**src/rtl/fp_pkg.sv**
```systemverilog
`default_nettype none
// ============================================================================
// Module  : fp_pkg
// Purpose : Shared constants and state encoding for the single-precision
//           post-normalizer datapath.
// Contents: FRAC_W / EXP_W / CNT_W widths, normalizer state typedef,
//           EXP_DENORM exponent value.
// Revision: 1.0  initial release
// ============================================================================
package fp_pkg;

  localparam int FRAC_W = 24;  // fraction width including hidden bit
  localparam int EXP_W  = 8;   // biased exponent width
  localparam int CNT_W  = 5;   // shift-count width, 2**CNT_W > FRAC_W-1

  typedef enum logic [1:0] {
    ST_IDLE  = 2'b00,
    ST_SHIFT = 2'b01,
    ST_DONE  = 2'b10
  } norm_state_t;

  // Biased exponent value reported for denormal and zero results.
  localparam logic [EXP_W-1:0] EXP_DENORM = '0;

endpackage : fp_pkg
`default_nettype wire

```
**src/rtl/frac_left_normalizer.sv**
```systemverilog
`default_nettype none
// ============================================================================
// Module  : frac_left_normalizer
// Purpose : Iterative left normalizer. Shifts an unnormalized fraction left
//           one bit per cycle, decrementing the biased exponent, until the
//           hidden bit is set or the exponent reaches 1 (denormal result).
// Ports   : clk, rst_n            clock, async active-low reset
//           in_valid/in_ready     operand handshake (frac_in, exp_in)
//           out_valid/out_ready   result handshake
//           frac_out, exp_out     normalized fraction / adjusted exponent
//           shift_cnt             number of left shifts applied
//           zero, denorm          result classification flags
// Revision: 1.0  initial release
// ============================================================================
module frac_left_normalizer #(
  parameter int FRAC_W = fp_pkg::FRAC_W,
  parameter int EXP_W  = fp_pkg::EXP_W,
  parameter int CNT_W  = fp_pkg::CNT_W
) (
  input  logic              clk,
  input  logic              rst_n,
  input  logic              in_valid,
  output logic              in_ready,
  input  logic [FRAC_W-1:0] frac_in,
  input  logic [EXP_W-1:0]  exp_in,
  output logic              out_valid,
  input  logic              out_ready,
  output logic [FRAC_W-1:0] frac_out,
  output logic [EXP_W-1:0]  exp_out,
  output logic [CNT_W-1:0]  shift_cnt,
  output logic              zero,
  output logic              denorm
);

  import fp_pkg::*;

  norm_state_t       state_q, state_d;
  logic [FRAC_W-1:0] frac_q, frac_d;       // working fraction, also the result
  logic [EXP_W-1:0]  exp_q, exp_d;         // working exponent
  logic [CNT_W-1:0]  cnt_q, cnt_d;
  logic [EXP_W-1:0]  exp_out_q, exp_out_d;
  logic              zero_q, zero_d;
  logic              denorm_q, denorm_d;

  always_comb begin
    state_d   = state_q;
    frac_d    = frac_q;
    exp_d     = exp_q;
    cnt_d     = cnt_q;
    exp_out_d = exp_out_q;
    zero_d    = zero_q;
    denorm_d  = denorm_q;

    case (state_q)
      ST_IDLE: begin
        if (in_valid) begin
          frac_d  = frac_in;
          exp_d   = exp_in;
          cnt_d   = '0;
          state_d = ST_SHIFT;
        end
      end

      ST_SHIFT: begin
        // Stop conditions are evaluated in strict priority order.
        if (frac_q == '0) begin
          zero_d    = 1'b1;
          denorm_d  = 1'b0;
          exp_out_d = EXP_DENORM;
          state_d   = ST_DONE;
        end else if (exp_q == EXP_DENORM) begin
          // Operand arrived already denormal: pass through unshifted.
          zero_d    = 1'b0;
          denorm_d  = 1'b1;
          exp_out_d = EXP_DENORM;
          state_d   = ST_DONE;
        end else if (frac_q[FRAC_W-1]) begin
          zero_d    = 1'b0;
          denorm_d  = 1'b0;
          exp_out_d = exp_q;
          state_d   = ST_DONE;
        end else if (exp_q == EXP_W'(1)) begin
          // Exponent floor reached before the hidden bit: denormal.
          zero_d    = 1'b0;
          denorm_d  = 1'b1;
          exp_out_d = EXP_DENORM;
          state_d   = ST_DONE;
        end else begin
          // exp_q >= 2 here, so the decrement cannot wrap.
          frac_d = {frac_q[FRAC_W-2:0], 1'b0};
          exp_d  = exp_q - EXP_W'(1);
          cnt_d  = cnt_q + CNT_W'(1);
        end
      end

      ST_DONE: begin
        if (out_ready) begin
          state_d = ST_IDLE;
        end
      end

      default: begin
        state_d = ST_IDLE;
      end
    endcase
  end

  always_ff @(posedge clk or negedge rst_n) begin
    if (!rst_n) begin
      state_q   <= ST_IDLE;
      frac_q    <= '0;
      exp_q     <= '0;
      cnt_q     <= '0;
      exp_out_q <= '0;
      zero_q    <= 1'b0;
      denorm_q  <= 1'b0;
    end else begin
      state_q   <= state_d;
      frac_q    <= frac_d;
      exp_q     <= exp_d;
      cnt_q     <= cnt_d;
      exp_out_q <= exp_out_d;
      zero_q    <= zero_d;
      denorm_q  <= denorm_d;
    end
  end

  // Handshake flags decode straight from the state so reset clears them
  // immediately.
  assign in_ready  = (state_q == ST_IDLE);
  assign out_valid = (state_q == ST_DONE);
  assign frac_out  = frac_q;
  assign exp_out   = exp_out_q;
  assign shift_cnt = cnt_q;
  assign zero      = zero_q;
  assign denorm    = denorm_q;

endmodule : frac_left_normalizer
`default_nettype wire

```
**config.mk**
```make
export PLATFORM = sky130hd
export DESIGN_NAME = frac_left_normalizer
export DESIGN_NICKNAME = d
export VERILOG_FILES = /design/src/rtl/fp_pkg.sv /design/src/rtl/frac_left_normalizer.sv
export SDC_FILE = /design/constraint.sdc
export NUM_CORES = 1
export LEC_CHECK = 0
export ABC_CLOCK_PERIOD_IN_PS = 2100
export BUFFER_PORTS_ARGS = -buffer_cell sky130_fd_sc_hd__buf_4
export CAP_MARGIN = 0
export CORE_AREA = 4 4 79 81
export CTS_CLUSTER_DIAMETER = 100
export DETAILED_ROUTE_END_ITERATION = 6
export DIE_AREA = 0 0 83 85
export PLACE_DENSITY_LB_ADDON = 0.15
export SKIP_LAST_GASP = 1
export SLEW_MARGIN = 10
export SYNTH_ARGS = -nofsm -noshare
export SYNTH_HDL_FRONTEND = slang
export SYNTH_SLANG_ARGS = --single-unit
```
**constraint.sdc**
```tcl
create_clock -name clk -period 2.1 [get_ports clk]
set_input_delay 0.315 -clock clk [delete_from_list [all_inputs] [get_ports clk]]
set_output_delay 0.315 -clock clk [all_outputs]
set_load 0.01 [all_outputs]
```
==> flow_summary_export.csv, run 1 <==
group,metric,value,unit
timing,min_period,2.01,ns
clock_tree,cts.sinks,49,
finish,fin_nets,383,
synth,syn_area,2460,µm²
global_route,grt_pass1_vias,2340,
critical_path,worstPathArrival,2.20,ns
synth,synth.net_count,291,
clock_tree,cts.htree.levels,2,
power,p_leak,1.59,nW
power,finalPower,5.61,mW
power,power.internal,3.23,mW
job,drv_cap,0,
place,place_inst,404,
timing,min_period_over_period,0.955,
floorplan,core,5470,µm²
timing,hold_slack,0.0232,ns
clock_tree,cts_tree,"built",
floorplan,initial_core_util,0.449,
clock_tree,clkTransAtPathRegs,0.09,ns
critical_path,crit_type,"register to register",
clock_tree,cts_hold_buf,0,
synth,ys_seq_area_frac,0.499,
floorplan,dieArea,7060,µm²
routing,drc,0,
routing,num_vias,2389,
critical_path,startpoint_type,"register",
place,dpl.hpwl,4.88,mm
power,share_comb_of_total_power,0.559,
synth,synth_top_area_share,0.499,
synth,ys_seq_elements,49,
global_route,grt_overflow,0,
power,p_sw,2.39,mW
place,port_buffers,76,
place,place_congestion,0.904,
global_route,grt_pass1_wl,11.3,mm
outcome,status,"completed",
timing,final-max-slew-violation-count,0,
critical_path,endpoint_kind,"register",
global_route,grt_max_degree,50,
routing,first_iter_violations,187,
clock_tree,cts_root_buf,"clkbuf_8",
floorplan,ios,77,
timing,hold_viol_final,0,
clock_tree,cts_buffers,5,
finish,final_cell_mix,"buf_4, dfrtp_1, nand3_1, o21ai_0, a22oi_1",
routing,viasPerCell,5.74,
routing,wire_per_inst,17.0,µm
power,p_per_area,1620,nW/µm²
timing,slew-limit-headroom,0.487,
clock_tree,cts_buffer_depth,2,
synth,synth_area_leader_cell,"dfrtp_1",
routing,routed_wl,7.09,mm
finish,final_cells,416,
power,p_sw_frac,0.425,
worst_hold_path,hold_class,"input pin to asynchronous set/reset pin",
timing,finalSetupViolCount,0,
routing,firstDrtPassIters,4,
floorplan,die_y,85,µm
power,seqPwrFrac,0.317,
finish,n_antenna_cell,0,
global_route,grt_usage,0.196,
synth,syn_avg_cell_area,9.80,µm²
finish,area_delta_synth_final,40.6,%
clock_tree,insertion_delay,0.30,ns
synth,synth.distinct_cells,44,
timing,clock_skew,0.00558,ns
finish,layout-drive-gt1-share,0.375,
critical_path,required,2.30,ns
finish,fin_util,0.631,
global_route,antenna_found_initial,0,
synth,synth_warnings,0,
critical_path,worst-path-max-fanout,9,
synth,synthCells,251,
synth,yosys-top-cells-area,"dfrtp_1, a22oi_1, nand3_1",
routing,drtAntennaViolNets,0,
timing,worst_pin_slew,0.768,ns
finish,mostFrequentLayoutCell,"buf_4",
power,irDropWorstVdd,870,µV
power,clkPwrFrac,0.124,
timing,fmax,498,MHz
timing,tns,0,ns
floorplan,rows,27,
floorplan,dieWidth,83,µm
## worst max-delay path, cell delays in order, from the launching register on
cell	delay (ns)
dfrtp_1	0.42
nor3_1	0.42
a31oi_4	0.17
o21a_4	0.17
buf_4	0.15
nand2b_1	0.13
buf_4	0.20
a22o_1	0.24
## area by class of cell
type	instances	area (µm²)
clock inverters	1	30.0
fillers	472	2020
flip-flops and latches	49	1230
multi-input cells	176	1200
clock buffers	7	86.3
repair buffers	106	805
well taps	72	90.1
inverters	5	18.8
## timing repair
action / 4_1_cts / 5_1_grt
setup endpoints to repair: 24 / 44
resized for setup: 1 / 15
buffers inserted: 0 / 2
cloned: 1 / 1
hold endpoints to repair: 0 / 0
pin swaps: 1 / 2
## synth_stat cells (all sizes together)
cell and n:
dfrtp 49, nor3 4, o21ai 34, or2 1, o311a 2, or3 1, a22oi 22, a211o 1
ha 4, nor2b 1, inv 5, a41oi 1, a2111oi 1, nand3 32, a21oi 9, o31ai 2
nand2b 4, a31oi 7, or4b 1, a21o 1, and2 2, buf 5, xor2 2, o21a 1
a22o 7, o22a 4, nor4 7, clkbuf 17, or3b 1, a311oi 1, o211ai 2, nand4 2
nor3b 3, nand2 5, nor2 10
## flip-flops by register name, summed over array words and instances (netlist names)
register,cells
state_q,2
frac_out,24
exp_q,8
shift_cnt,5
exp_out,8
zero,1
denorm,1
## routing by layer
metal  vias to the layer above  global-route usage  share of wire
li1                       1134                   -              -
met1                      1159               0.256           0.44
met2                        83               0.313           0.48
met3                        13              0.0466          0.057
met4                         0              0.0802          0.018
met5                         -                   0              0
## stage by stage
stage                     setup WS, ns  area [µm²]
final                           0.0939        3460
after global routing           -0.0153        3460
after CTS                       0.0126        3350
after detailed placement       -0.0231        3220
after global placement          0.0309        3220
after floorplan                 0.0153        2460
## power groups by stage
stage	Clock [mW]	Sequential, mW	Combinational [mW]
2_1_floorplan	0	1.87	1.54
3_3_place_gp	0	1.76	2.85
3_5_place_dp	0	1.77	2.91
4_1_cts	0.708	1.75	2.97
5_1_grt	0.746	1.84	3.45
6_report	0.694	1.78	3.14
## cells by family after synthesis
logic type | synth area share
buf+inv | 0.0509
compound gates | 0.262
xor+xnor | 0.00713
simple gates | 0.161
flops | 0.499
fa+ha+maj | 0.0204
## worst paths after layout
check | end | cells past startpoint | start | slack [ns]
worst max-delay path | exp_out[5] | 7 | exp_q[7] | 0.09
worst min-delay path | exp_q[5] | 1 | rst_n | 0.02
worst max register to register | exp_out[5] | 7 | exp_q[7] | 0.09
worst min register to register | denorm | 1 | denorm | 0.50
max in group asynchronous | frac_out[3] | 1 | rst_n | 1.67
min in group clk | state_q[1] | 2 | out_ready | 0.19
Note: power is estimated with default switching activity, not from simulation.
==> inputs of run 2 (changes only) <==
RECOVER_POWER = 25   (was unset)
==> flow_summary_export.csv, run 2 (same netlist as run 1, synthesis figures left out) <==
group,metric,value,unit
outcome,status,"completed",
timing,min_period_over_period,0.955,
floorplan,core,5470,µm²
floorplan,ios,77,
timing,min_period,2.01,ns
power,p_per_area,1620,nW/µm²
place,dpl.hpwl,4.88,mm
routing,wl_met3,406,µm
global_route,grt_max_degree,50,
clock_tree,insertion_delay,0.30,ns
worst_hold_path,min_to,"state_q[1]",
global_route,antenna_found_initial,0,
place,port_buffers,76,
critical_path,crit_type,"register to register",
finish,mostFrequentLayoutCell,"buf_4",
routing,viasPerCell,5.74,
clock_tree,clkTransAtPathRegs,0.09,ns
worst_hold_path,hp-start,"out_ready",
critical_path,path_cells,"nor3_1 -> a31oi_4 -> o21a_4 -> buf_4 -> nand2b_1 -> buf_4 -> a22o_1",
global_route,grt_pass1_wl,11.3,mm
timing,final-max-slew-violation-count,0,
critical_path,slowest_stage,"dfrtp_1",
worst_hold_path,hold_class,"input pin to register",
critical_path,r2r_slack,0.09,ns
critical_path,reg2reg_from,"exp_q[7]",
finish,final_cell_mix,"buf_4, dfrtp_1, nand3_1, o21ai_0, a22oi_1",
power,p_leak,1.59,nW
critical_path,required,2.30,ns
critical_path,r2r_cells,7,
critical_path,worstPathArrival,2.20,ns
routing,drt-met1-wl,3.15,mm
power,irDropWorstVdd,870,µV
routing,num_vias,2389,
global_route,grt_usage,0.196,
critical_path,cpMostUsedCell,"buf_4",
routing,first_iter_violations,187,
routing,drtAntennaViolNets,0,
finish,largest_reg_flops,24,
floorplan,dieArea,7060,µm²
routing,wl_met2,3.40,mm
critical_path,cp_top_family,"compound AO/OA/AOI/OAI gates",
finish,layout-drive-gt1-share,0.375,
routing,firstDrtPassIters,4,
job,drv_cap,0,
routing,routed_wl,7.09,mm
critical_path,crit_cells,7,
finish,area_delta_synth_final,40.5,%
finish,fin_nets,383,
place,place_congestion,0.904,
critical_path,worst-path-max-fanout,9,
floorplan,rows,27,
timing,slew-limit-headroom,0.191,
timing,clock_skew,0.00558,ns
floorplan,initial_core_util,0.449,
power,finalPower,5.61,mW
clock_tree,cts.htree.levels,2,
floorplan,die_y,85,µm
timing,finalSetupViolCount,0,
critical_path,endpoint_kind,"register",
timing,hold_slack,0.189,ns
clock_tree,cts_buffers,5,
critical_path,cpPeakStageDelay,0.42,ns
clock_tree,cts_root_buf,"clkbuf_8",
clock_tree,cts.sinks,49,
global_route,grt_overflow,0,
worst_hold_path,holdPathStages,2,
finish,n_antenna_cell,0,
timing,worst_pin_slew,1.21,ns
routing,maxUsedRoutingLayer,"met4",
critical_path,r2r-end,"exp_out[5]",
routing,wire_per_inst,17.0,µm
global_route,grt_pass1_vias,2340,
clock_tree,cts_tree,"built",
timing,fmax,498,MHz
critical_path,path_buf_inv,2,
routing,drc,0,
timing,hold_viol_final,0,
clock_tree,cts_buffer_depth,2,
critical_path,startpoint_type,"register",
floorplan,dieWidth,83,µm
run 2: cell types whose count changed in the layout (fill, tap and decap cells not counted):
cell | previous run | this run
buf_4 | 102 | 101
clkbuf_2 | 0 | 1
run 2: how the worst max path moves through the flow:
stage	end	slack [ns]	startpoint
finish	exp_out[5]	0.09	exp_q[7]
CTS	shift_cnt[2]	0.01	exp_q[0]
global route	denorm	-0.02	exp_q[6]
floorplan	shift_cnt[2]	0.02	exp_q[0]
global placement	frac_out[20]	0.03	frac_out[16]
detailed placement	frac_out[7]	-0.02	frac_out[12]
run 2: metal layers:
layer,track usage,vias to the layer above
met5,0,-
met2,0.313,83
li1,-,1134
met3,0.0466,13
met1,0.256,1159
met4,0.0802,0
run 2: stage by stage:
stage                     setup WS, ns  cells  instance area (µm²)   util  TNS, ns
after detailed placement       -0.0231    404                 3220  0.588  -0.0294
after global placement          0.0309    404                 3220  0.588        0
final                           0.0939    416                 3450  0.631        0
after floorplan                 0.0153    251                 2460      -        0
after global routing           -0.0153    416                 3450  0.631  -0.0311
after CTS                       0.0126    413                 3350  0.612        0
run 2: timing repair:
item / in CTS / in global routing
hold buffers: 0 / 0
resized for setup: 1 / 15
buffers inserted: 0 / 2
gates cloned: 1 / 1
endpoints found under the setup margin: 24 / 44
pin swaps: 1 / 2
run 2: where the power goes:
group	internal (mW)	switching, mW
clock	0.388	0.306
sequential	1.37	0.415
combinational	1.47	1.67
run 2: cell type report:
class                      instances  area [µm²]
sequential                        49        1230
clock inverter                     1        30.0
tap                               72        90.1
timing repair buffer             106         802
clock buffer                       7        86.3
multi-input combinational        176        1200
fill                             473        2020
inverter                           5        18.8
run 2: worst register-to-register path, cell delays in order (launching register included):
cell and delay, ns:
dfrtp_1 0.42, nor3_1 0.42, a31oi_4 0.17, o21a_4 0.17, buf_4 0.15, nand2b_1 0.13, buf_4 0.20, a22o_1 0.24
==> inputs of run 3 (changes only) <==
ABC_AREA = 1   (was unset)
CORE_AREA = 4 4 81 83   (was 4 4 79 81)
CTS_BUF_LIST = sky130_fd_sc_hd__clkbuf_2 sky130_fd_sc_hd__clkbuf_4 sky130_fd_sc_hd__clkbuf_8   (was unset)
DIE_AREA = 0 0 85 87   (was 0 0 83 85)
==> flow_summary_export.csv, run 3 <==
group,metric,value,unit
outcome,status,"completed",
finish,fin_nets,482,
synth,yosys.cell_count.top_type,"nand2_1",
clock_tree,cts_hold_buf,0,
timing,hold_viol_final,0,
finish,layout-drive-gt1-share,0.235,
finish,area_delta_synth_final,25.6,%
global_route,gr-usage-met2,0.357,
floorplan,dieWidth,85,µm
timing,rsz0062_at_grt,"no",
worst_hold_path,hold_class,"input pin to asynchronous set/reset pin",
power,p_leak,1.84,nW
synth,synthFlopType,"dfrtp_1",
floorplan,dieArea,7400,µm²
global_route,antenna_found_initial,0,
global_route,grt_max_degree,64,
critical_path,worst-path-max-fanout,31,
synth,ys_seq_area_frac,0.442,
synth,synthCells,374,
place,place_area,3360,µm²
job,drv_cap,0,
synth,synth.net_count,414,
clock_tree,clkTransAtPathRegs,0.09,ns
clock_tree,cts.htree.levels,2,
timing,slew-limit-headroom,0.210,
finish,mostFrequentLayoutCell,"nand2_1",
place,place_inst,510,
place,dpl.hpwl,4.99,mm
clock_tree,cts_tree,"built",
timing,clock_skew,0.00680,ns
floorplan,rows,28,
routing,viasPerCell,5.23,
timing,min_period,1.78,ns
clock_tree,cts_root_buf,"clkbuf_8",
global_route,grt_pass1_wl,12.2,mm
timing,finalWorstSetupSlack,0.324,ns
synth,synth_area_leader_cell,"dfrtp_1",
critical_path,reg2reg_from,"exp_q[1]",
clock_tree,cts-resized-gates,0,
critical_path,r2r-end,"frac_out[15]",
routing,num_vias,2708,
clock_tree,post_cts_buffers,0,
clock_tree,cts_buffers,5,
routing,drc,0,
critical_path,r2r_cells,9,
global_route,grt_overflow,0,
finish,n_antenna_cell,0,
clock_tree,cts_buffer_depth,2,
critical_path,endpoint_kind,"register",
routing,drtAntennaViolNets,0,
routing,routed_wl,7.07,mm
routing,first_iter_violations,185,
global_route,use_met3,0.0360,
finish,multi_input_comb_area,1370,µm²
critical_path,startpoint_type,"register",
finish,fin_util,0.595,
floorplan,ios,77,
critical_path,cpMostUsedCell,"nand2_1",
synth,synth_edf_count,0,
finish,final_cell_mix,"nand2_1, buf_4, nand3_1, dfrtp_1, o21ai_0",
timing,fmax,563,MHz
critical_path,worstPathArrival,2.01,ns
synth,syn_avg_cell_area,7.41,µm²
critical_path,cp-startpoint,"exp_q[1]",
timing,hold_slack,0.245,ns
critical_path,r2r_slack,0.32,ns
critical_path,slowest_stage,"dfrtp_1",
routing,firstDrtPassIters,4,
critical_path,cp_top_family,"simple AND/OR/NAND/NOR gates",
critical_path,required,2.34,ns
finish,largest_reg_flops,24,
timing,min_period_over_period,0.846,
timing,tns,0,ns
finish,register_area,1230,µm²
synth,synth.distinct_cells,29,
routing,wire_per_inst,13.7,µm
critical_path,path_cells,"inv_1 -> ha_1 -> nand2_1 -> o21ai_2 -> nor2_4 -> nand3_4 -> nand2_4 -> nand2_1 -> nand2_1",
clock_tree,insertion_delay,0.30,ns
synth,yosys-top-cells-area,"dfrtp_1, nand2_1, nand3_1",
place,place_congestion,0.844,
power,p_per_area,1490,nW/µm²
power,irDropWorstVdd,616,µV
place,dpl_worst_slack,0.323,ns
timing,worst_pin_slew,1.19,ns
floorplan,core,5850,µm²
power,finalPower,5.20,mW
floorplan,initial_core_util,0.474,
timing,finalSetupViolCount,0,
synth,async_flop_share,1.00,
finish,n_fill_cell,543,
place,port_buffers,76,
clock_tree,cts.sinks,49,
finish,final_cells,518,
critical_path,crit_type,"register to register",
timing,final-max-slew-violation-count,0,
floorplan,die_y,87,µm
critical_path,cpPeakStageDelay,0.41,ns
critical_path,path_buf_inv,1,
global_route,grt_usage,0.201,
synth,synthTopCellsByCount,"nand2_1, nand3_1, dfrtp_1",
finish,fin_area,3480,µm²
global_route,grt_pass1_vias,2705,
synth,ys_seq_elements,49,
global_route,use_met1,0.248,
synth,synth_warnings,0,
synth,synth_top_area_share,0.442,
synth,syn_area,2770,µm²
global_route,top_usage_layer,"met2",
==> run 3: changes by cell type in the layout (fill, tap and decap cells not counted), sizes merged, moves of 9 or more <==
cell   before  now
a21oi      10    1
nor2       10   29
buf       105   83
a22oi      22    0
nand3      32   74
nand2       5  135
==> run 3: layout make-up <==
class                           instances  area share
Multi-Input combinational cell        291       0.394
Sequential cell                        49       0.352
Timing Repair Buffer                   84       0.180
Tap cell                               75      0.0270
Clock buffer                            7      0.0259
Inverter                               11      0.0119
Clock inverter                          1     0.00863
==> run 3: worst reg2reg max path: stages, from the launching register on <==
cell	delay (ns)
dfrtp_1	0.41
inv_1	0.10
ha_1	0.19
nand2_1	0.10
o21ai_2	0.09
nor2_4	0.14
nand3_4	0.18
nand2_4	0.33
nand2_1	0.12
nand2_1	0.07
==> run 3: kinds of logic after synthesis <==
| logic type | count (synthesis) | share of synthesized area |
|---|---|---|
| DFF | 49 | 0.442 |
| AOI/OAI and AO/OA | 37 | 0.0704 |
| buffers and inverters | 34 | 0.0637 |
| adders and majority gates | 4 | 0.0181 |
| and+or+nand+nor | 243 | 0.383 |
| xor gates and xnor gates | 7 | 0.0221 |
==> run 3: how the worst max path moves through the flow <==
stage              endpoint  slack, ns  cells after the start
3_5_place_dp    frac_out[1]       0.32                      9
4_1_cts         frac_out[1]       0.31                      9
2_1_floorplan  frac_out[10]       0.61                     10
3_3_place_gp    frac_out[1]       0.39                      9
6_report       frac_out[15]       0.32                      9
5_1_grt         frac_out[1]       0.16                      9
==> run 3: power by group <==
group | leakage, nW | switching [mW] | internal, mW
clock | 0.0619 | 0.303 | 0.401
sequential | 0.623 | 0.456 | 1.37
combinational | 1.15 | 1.56 | 1.11
==> run 3: metal layers <==
metal,wire length [µm],vias to the layer above,share of wire
li1,-,1352,-
met1,3100,1276,0.44
met2,3560,76,0.50
met3,373,4,0.053
met4,44,0,0.0062
met5,0,-,0
